`src/rtl/rat_pkg.sv`:
```
`default_nettype none
// +----------------------------------------------------------------------+
// | Package : rat_pkg                                                    |
// | Brief   : Shared constants and types for the RAT CPU next-PC logic.  |
// | Rev     : 1.0  initial release                                       |
// +----------------------------------------------------------------------+
package rat_pkg;

    // Program counter width.
    localparam int AW = 10;

    // Interrupt service routine entry address.
    localparam logic [AW-1:0] INTR_VEC = 10'h3FF;

    // Selected next-PC source for the current cycle.
    typedef enum logic [2:0] {
        SRC_NONE   = 3'd0,
        SRC_BRANCH = 3'd1,
        SRC_CALL   = 3'd2,
        SRC_RET    = 3'd3,
        SRC_RETI   = 3'd4,
        SRC_INTR   = 3'd5
    } pc_src_t;

endpackage
`default_nettype wire

```
`src/rtl/rs_lifo.sv`:
```
`default_nettype none
// +----------------------------------------------------------------------+
// | Module  : rs_lifo                                                    |
// | Brief   : Return-address LIFO. Saturating pointer, no overwrite of   |
// |           the oldest entries, no bypass from push to top.            |
// | Rev     : 1.0  initial release                                       |
// +----------------------------------------------------------------------+
module rs_lifo #(
    parameter int DEPTH = 8,
    parameter int AW    = 10
) (
    input  logic                     clk,
    input  logic                     rst_n,
    input  logic                     push,
    input  logic                     pop,
    input  logic [AW-1:0]            push_data,
    output logic [AW-1:0]            top,
    output logic [$clog2(DEPTH):0]   depth,
    output logic                     full,
    output logic                     empty
);

    localparam int IW = $clog2(DEPTH);
    localparam int PW = IW + 1;
    localparam logic [PW-1:0] C_FULL = PW'(DEPTH);

    logic [AW-1:0] r_mem [DEPTH];
    logic [PW-1:0] r_ptr;
    logic [IW-1:0] w_wr_idx;
    logic [IW-1:0] w_rd_idx;
    logic          w_do_push;
    logic          w_do_pop;

    // Pointer is the occupancy; the write slot is the pointer, the top is one below.
    always_comb begin
        full      = (r_ptr == C_FULL);
        empty     = (r_ptr == '0);
        w_wr_idx  = r_ptr[IW-1:0];
        w_rd_idx  = w_wr_idx - IW'(1);
        w_do_push = push && !full;
        w_do_pop  = pop && !empty && !push;
        depth     = r_ptr;
        top       = empty ? '0 : r_mem[w_rd_idx];
    end

    // Occupancy pointer: saturates at both ends, never wraps.
    always_ff @(posedge clk) begin
        if (!rst_n) begin
            r_ptr <= '0;
        end else if (w_do_push) begin
            r_ptr <= r_ptr + PW'(1);
        end else if (w_do_pop) begin
            r_ptr <= r_ptr - PW'(1);
        end
    end

    // Storage write; contents need no reset since the pointer gates every read.
    always_ff @(posedge clk) begin
        if (rst_n && w_do_push) begin
            r_mem[w_wr_idx] <= push_data;
        end
    end

endmodule
`default_nettype wire

```
`src/rtl/pc_ret_stack.sv`:
```
`default_nettype none
// +----------------------------------------------------------------------+
// | Module  : pc_ret_stack                                               |
// | Brief   : Next-PC source stage: selects branch/call/return/RETI/     |
// |           interrupt target, drives the PC load strobe, and keeps the |
// |           return-address stack plus interrupt-active state.          |
// | Rev     : 1.0  initial release                                       |
// +----------------------------------------------------------------------+
module pc_ret_stack
    import rat_pkg::*;
#(
    parameter int              DEPTH    = 8,
    parameter int              AW       = rat_pkg::AW,
    parameter logic [AW-1:0]   INTR_VEC = AW'(rat_pkg::INTR_VEC)
) (
    input  logic                     RS_CLK,
    input  logic                     RS_RST_N,
    input  logic [AW-1:0]            RS_PC_COUNT,
    input  logic [AW-1:0]            RS_IMM,
    input  logic                     RS_BRANCH,
    input  logic                     RS_CALL,
    input  logic                     RS_RET,
    input  logic                     RS_RETI,
    input  logic                     RS_INTR,
    output logic                     RS_PC_LD,
    output logic [AW-1:0]            RS_PC_DIN,
    output logic                     RS_INT_ACK,
    output logic [$clog2(DEPTH):0]   RS_DEPTH,
    output logic                     RS_OVF,
    output logic                     RS_UNF
);

    pc_src_t       w_src;
    logic          r_int_active;
    logic          r_ovf;
    logic          r_unf;
    logic          w_push;
    logic          w_pop;
    logic [AW-1:0] w_push_data;
    logic [AW-1:0] w_top;
    logic          w_full;
    logic          w_empty;

    // Priority encoder; reset masks every request.
    always_comb begin
        w_src = SRC_NONE;
        if (!RS_RST_N)                      w_src = SRC_NONE;
        else if (RS_INTR && !r_int_active)  w_src = SRC_INTR;
        else if (RS_RETI)                   w_src = SRC_RETI;
        else if (RS_RET)                    w_src = SRC_RET;
        else if (RS_CALL)                   w_src = SRC_CALL;
        else if (RS_BRANCH)                 w_src = SRC_BRANCH;
    end

    // Output and stack-control mux keyed off the selected source.
    always_comb begin
        RS_PC_LD    = 1'b0;
        RS_PC_DIN   = '0;
        RS_INT_ACK  = 1'b0;
        w_push      = 1'b0;
        w_pop       = 1'b0;
        w_push_data = '0;
        case (w_src)
            SRC_INTR: begin
                // The interrupted instruction has not run yet, so resume at it.
                RS_PC_LD    = 1'b1;
                RS_PC_DIN   = INTR_VEC;
                RS_INT_ACK  = 1'b1;
                w_push      = 1'b1;
                w_push_data = RS_PC_COUNT;
            end
            SRC_CALL: begin
                RS_PC_LD    = 1'b1;
                RS_PC_DIN   = RS_IMM;
                w_push      = 1'b1;
                w_push_data = RS_PC_COUNT + AW'(1);
            end
            SRC_RET, SRC_RETI: begin
                // Empty stack: no load, so the counter simply increments.
                RS_PC_LD  = !w_empty;
                RS_PC_DIN = w_empty ? '0 : w_top;
                w_pop     = !w_empty;
            end
            SRC_BRANCH: begin
                RS_PC_LD  = 1'b1;
                RS_PC_DIN = RS_IMM;
            end
            default: ;
        endcase
    end

    // Interrupt-active flag and sticky overflow/underflow flags.
    always_ff @(posedge RS_CLK) begin
        if (!RS_RST_N) begin
            r_int_active <= 1'b0;
            r_ovf        <= 1'b0;
            r_unf        <= 1'b0;
        end else begin
            if (w_src == SRC_INTR)      r_int_active <= 1'b1;
            else if (w_src == SRC_RETI) r_int_active <= 1'b0;
            if (w_push && w_full)       r_ovf <= 1'b1;
            if ((w_src == SRC_RET || w_src == SRC_RETI) && w_empty) r_unf <= 1'b1;
        end
    end

    assign RS_OVF = r_ovf;
    assign RS_UNF = r_unf;

    rs_lifo #(
        .DEPTH (DEPTH),
        .AW    (AW)
    ) u_lifo (
        .clk       (RS_CLK),
        .rst_n     (RS_RST_N),
        .push      (w_push),
        .pop       (w_pop),
        .push_data (w_push_data),
        .top       (w_top),
        .depth     (RS_DEPTH),
        .full      (w_full),
        .empty     (w_empty)
    );

endmodule
`default_nettype wire

```
`config.mk`:
```
export PLATFORM = sky130hd
export DESIGN_NAME = pc_ret_stack
export DESIGN_NICKNAME = d
export VERILOG_FILES = /design/src/rtl/rat_pkg.sv /design/src/rtl/rs_lifo.sv /design/src/rtl/pc_ret_stack.sv
export SDC_FILE = /design/constraint.sdc
export NUM_CORES = 1
export LEC_CHECK = 0
export ABC_AREA = 1
export BUFFER_PORTS_ARGS = -buffer_cell sky130_fd_sc_hd__buf_2
export CAP_MARGIN = 20
export CORE_MARGIN = 2
export CORE_UTILIZATION = 53
export CTS_CLUSTER_SIZE = 25
export DETAILED_ROUTE_END_ITERATION = 12
export PLACE_DENSITY = 0.83
export SETUP_SLACK_MARGIN = 0.02
export SLEW_MARGIN = 10
export SYNTH_ARGS = -nofsm -noshare
export SYNTH_HDL_FRONTEND = slang
export SYNTH_SLANG_ARGS = --single-unit
export TNS_END_PERCENT = 20
```
`constraint.sdc`:
```
create_clock -name RS_CLK -period 2.5 [get_ports RS_CLK]
set_input_delay 0.125 -clock RS_CLK [delete_from_list [all_inputs] [get_ports RS_CLK]]
set_output_delay 0.125 -clock RS_CLK [all_outputs]
set_load 0.02 [all_outputs]
```
==> metrics.txt <==
syn_nets=roughly 410; Sw Share=35.7%; Vias=3097; cell internal pwr=~3 mW; Max Cap Viol=0; 1st-pass router iterations=5; crit path time final=approximately 2.4 ns; final hold violations=0; drt total wl=9020 microns; Slew Limit Fails=0; vias in the first global route=around 3000; HP Start=RS_RST_N; CP Capture Type=output pin; CTS tree=yes; die area=0.00840 sq mm; Clk network pwr share=a little over a fifth; RSZ-0062 raised after global routing=yes; vias per cell=~5.7; Arr. time, crit path=approximately 2.2 ns; Reg2Reg Depth=8; Worst Skew=0.00895 ns; Hold Path Depth=3; Final Power=4.57 mW; I/O Pins=45; average size of a mapped cell=10.8 sq um; Final GP Congestion=0.854; CTS clk-pin slew, worst paths=0.08 ns; slack of the worst reg-to-reg path=roughly 0.46 ns; Worst R2R Start=u_lifo.depth[1]$_SDFFE_PN0P_; WP data required=around 2.4 ns; routed length per instance=16.7 microns; Port Buffers=44; Total GRT Usage=23.1%; row count=31; width of the chip=91.6 microns; Hold Path End=u_lifo.depth[3]$_SDFFE_PN0P_; Synth Cell Area=0.00407 sq mm; Gate Count Post-Synth=376; htree depth=3; combinational share of power=about two fifths; register area share after synthesis=62.5%; P per Cell Area=around 960 mW/mm^2; DIE HEIGHT=91.6 microns; synth unique cells=37; Ant. Diodes=0; nature of the critical path startpoint=register; Syn. warnings=0; Static Leak=1.86 nW; Finish-stage setup viols=0; clock sinks=87; Routed Antenna Nets=0; final worst-path cycle share=94.6%; crit path max fanout=40; dpl hpwl=approximately 6000 microns; Worst-Margin Slew=approximately 0.95 ns; Bufs on Longest Clock Path=2; P_sw=1.63 mW; Core Region=0.00733 sq mm; status=completed; Initial Util=55.5%; area grow syn2layout=16.4%; WS Path Type=reg -> out; Peak supply drop=0.513 mV; final core utilization=64.7%; Skew-Pair Late Insertion Delay=0.36 ns; Yosys reg bits=87; first-pass GRT wire length=14800 microns; antenna violations before repair=0; Max Freq=0.423 GHz; hold crit path type=in -> reg; relative slew slack=36.3%; largest net degree at the start of global routing=46; DRC violations left=0; TritonCTS Buffers=9; share of layout cells above drive strength 1=26.3%; Post-layout nets=around 470; DRT iter0 DRCs=292; overflow left after global routing=0; CTS root buffer=clkbuf_8; share of power burned in registers=about two fifths; Crit Reg-Reg Endpoint=u_lifo.r_mem[0][4]$_DFFE_PP_
## cells in the final DEF (no fill, tap or decap), drive strengths merged, types with 2 or more instances in the layout
master | netlist | routed
edfxtp | 80 | 80
nor2 | 74 | 74
buf | 8 | 65
nand2 | 54 | 54
o21ai | 32 | 32
inv | 28 | 28
o32ai | 21 | 21
nand3 | 17 | 17
clkbuf | 9 | 14
mux2 | 10 | 10
a21oi | 9 | 9
dfxtp | 7 | 7
nor3 | 5 | 5
ha | 4 | 4
xor2 | 4 | 4
o22ai | 3 | 3
nand4 | 2 | 2
or2 | 2 | 2
## worst max path at each step
stage / cells after the start / endpoint / slack (ns) / startpoint
floorplan: 9 / u_lifo.r_mem[0][0]$_DFFE_PP_ / -0.15 / u_lifo.depth[0]$_SDFFE_PN0P_
global placement: 8 / RS_PC_DIN[4] / 0.44 / u_lifo.depth[1]$_SDFFE_PN0P_
detailed placement: 8 / u_lifo.r_mem[2][5]$_DFFE_PP_ / 0.32 / u_lifo.depth[1]$_SDFFE_PN0P_
CTS: 8 / RS_PC_DIN[4] / 0.09 / u_lifo.depth[1]$_SDFFE_PN0P_
global route: 9 / RS_PC_DIN[6] / 0.01 / u_lifo.depth[1]$_SDFFE_PN0P_
finish: 8 / RS_PC_DIN[4] / 0.13 / u_lifo.depth[1]$_SDFFE_PN0P_
## per-layer routing
metal | global-route usage (%) | part of all wire (%) | up-vias
met5 | 0 | 0 | -
li1 | - | - | 1450
met4 | 6.94 | 2.0 | 0
met2 | 35.3 | 46 | 137
met3 | 6.24 | 8.6 | 13
met1 | 32.5 | 43 | 1497
## critical path, cell delays in order, from the launching register on
cell and delay (ns):
dfxtp_4 0.41, inv_1 0.10, ha_1 0.32, buf_12 0.18, o32ai_1 0.37, mux2_2 0.21
nand2_1 0.05, nand3_1 0.07, buf_2 0.16
## final cells by class
| class | count | area, sq um |
|---|---|---|
| clock inverters | 3 | 42.5 |
| fillers | 528 | 2590 |
| multi-input cells | 244 | 1350 |
| clock buffers | 13 | 159 |
| inverters | 28 | 105 |
| well taps | 99 | 124 |
| repair buffers | 66 | 410 |
| flip-flops and latches | 87 | 2550 |
## power by group through the flow
stage / Sequential, mW / Clock [mW] / Combinational [mW]
after floorplan: 1.82 / 0 / 1.25
after global placement: 1.80 / 0 / 1.72
after detailed placement: 1.80 / 0 / 1.78
after CTS: 1.77 / 1.00 / 1.79
after global routing: 1.79 / 1.06 / 1.98
final: 1.78 / 0.984 / 1.81
## metrics by stage
step | instance area, sq um | std cells | hold slack [ns] | TNS, ns | worst slack, ns
after floorplan | 4080 | 376 | 0.246 | -1.53 | -0.153
after global placement | 4500 | 522 | 0.409 | 0 | 0.435
after detailed placement | 4500 | 522 | 0.422 | 0 | 0.317
after CTS | 4700 | 538 | 0.0324 | 0 | 0.0903
after global routing | 4740 | 540 | 0.0463 | 0 | 0.0139
final | 4740 | 540 | 0.0515 | 0 | 0.134
## flip-flops by register name, indices dropped and copies added, names as in the netlist
register      flops
r_int_active      1
RS_OVF            1
u_lifo.depth      4
u_lifo.r_mem     80
RS_UNF            1
## kinds of logic (layout without fill, tap and decap cells)
| group | after synthesis | in the layout | synth area share, % |
|---|---|---|---|
| AND/OR/NAND/NOR | 155 | 155 | 16.4 |
| flip-flops | 87 | 87 | 62.5 |
| AO/OA/AOI/OAI | 70 | 70 | 11.3 |
| buffers and inverters | 45 | 110 | 4.61 |
| multiplexers | 10 | 10 | 2.77 |
| XOR/XNOR | 5 | 5 | 1.26 |
| adder cells (fa/ha/maj) | 4 | 4 | 1.23 |
## cells in the mapped netlist
| library cell | number | area share, % |
|---|---|---|
| nand3_1 | 16 | 2.0 |
| xor2_2 | 1 | 0.40 |
| o21a_1 | 1 | 0.18 |
| buf_2 | 6 | 0.74 |
| nand2_1 | 49 | 4.5 |
| a31oi_1 | 1 | 0.15 |
| xnor2_1 | 1 | 0.22 |
| mux2_2 | 10 | 2.8 |
| inv_1 | 19 | 1.8 |
| o22ai_1 | 3 | 0.46 |
| o21ai_0 | 27 | 3.3 |
| nor3_1 | 4 | 0.49 |
| nor3_4 | 1 | 0.40 |
| or2_1 | 1 | 0.15 |
| nand2_2 | 3 | 0.46 |
| ha_1 | 4 | 1.2 |
| o32ai_1 | 21 | 4.5 |
| o21bai_1 | 1 | 0.18 |
| buf_4 | 1 | 0.18 |
| nand3_2 | 1 | 0.25 |
| a21oi_1 | 7 | 0.86 |
| edfxtp_1 | 80 | 59 |
| inv_2 | 9 | 0.83 |
| o21ai_1 | 3 | 0.37 |
| xor2_1 | 3 | 0.65 |
| nand2_4 | 2 | 0.55 |
| nand4_1 | 2 | 0.31 |
| buf_6 | 1 | 0.28 |
| a21oi_2 | 2 | 0.43 |
| or2_2 | 1 | 0.15 |
| clkbuf_1 | 9 | 0.83 |
| o21ai_2 | 2 | 0.43 |
| dfxtp_1 | 7 | 3.4 |
| nor4_2 | 1 | 0.31 |
| o31ai_1 | 1 | 0.18 |
| a211oi_1 | 1 | 0.18 |
| nor2_1 | 74 | 6.8 |
## what timing repair did
item                       in CTS  in global routing
pin swaps                       0                  1
hold buffers                    0                  0
buffers inserted                0                  1
resized for setup               1                  2
setup endpoints to repair       6                 10
Power figures use the tool's default switching activity.
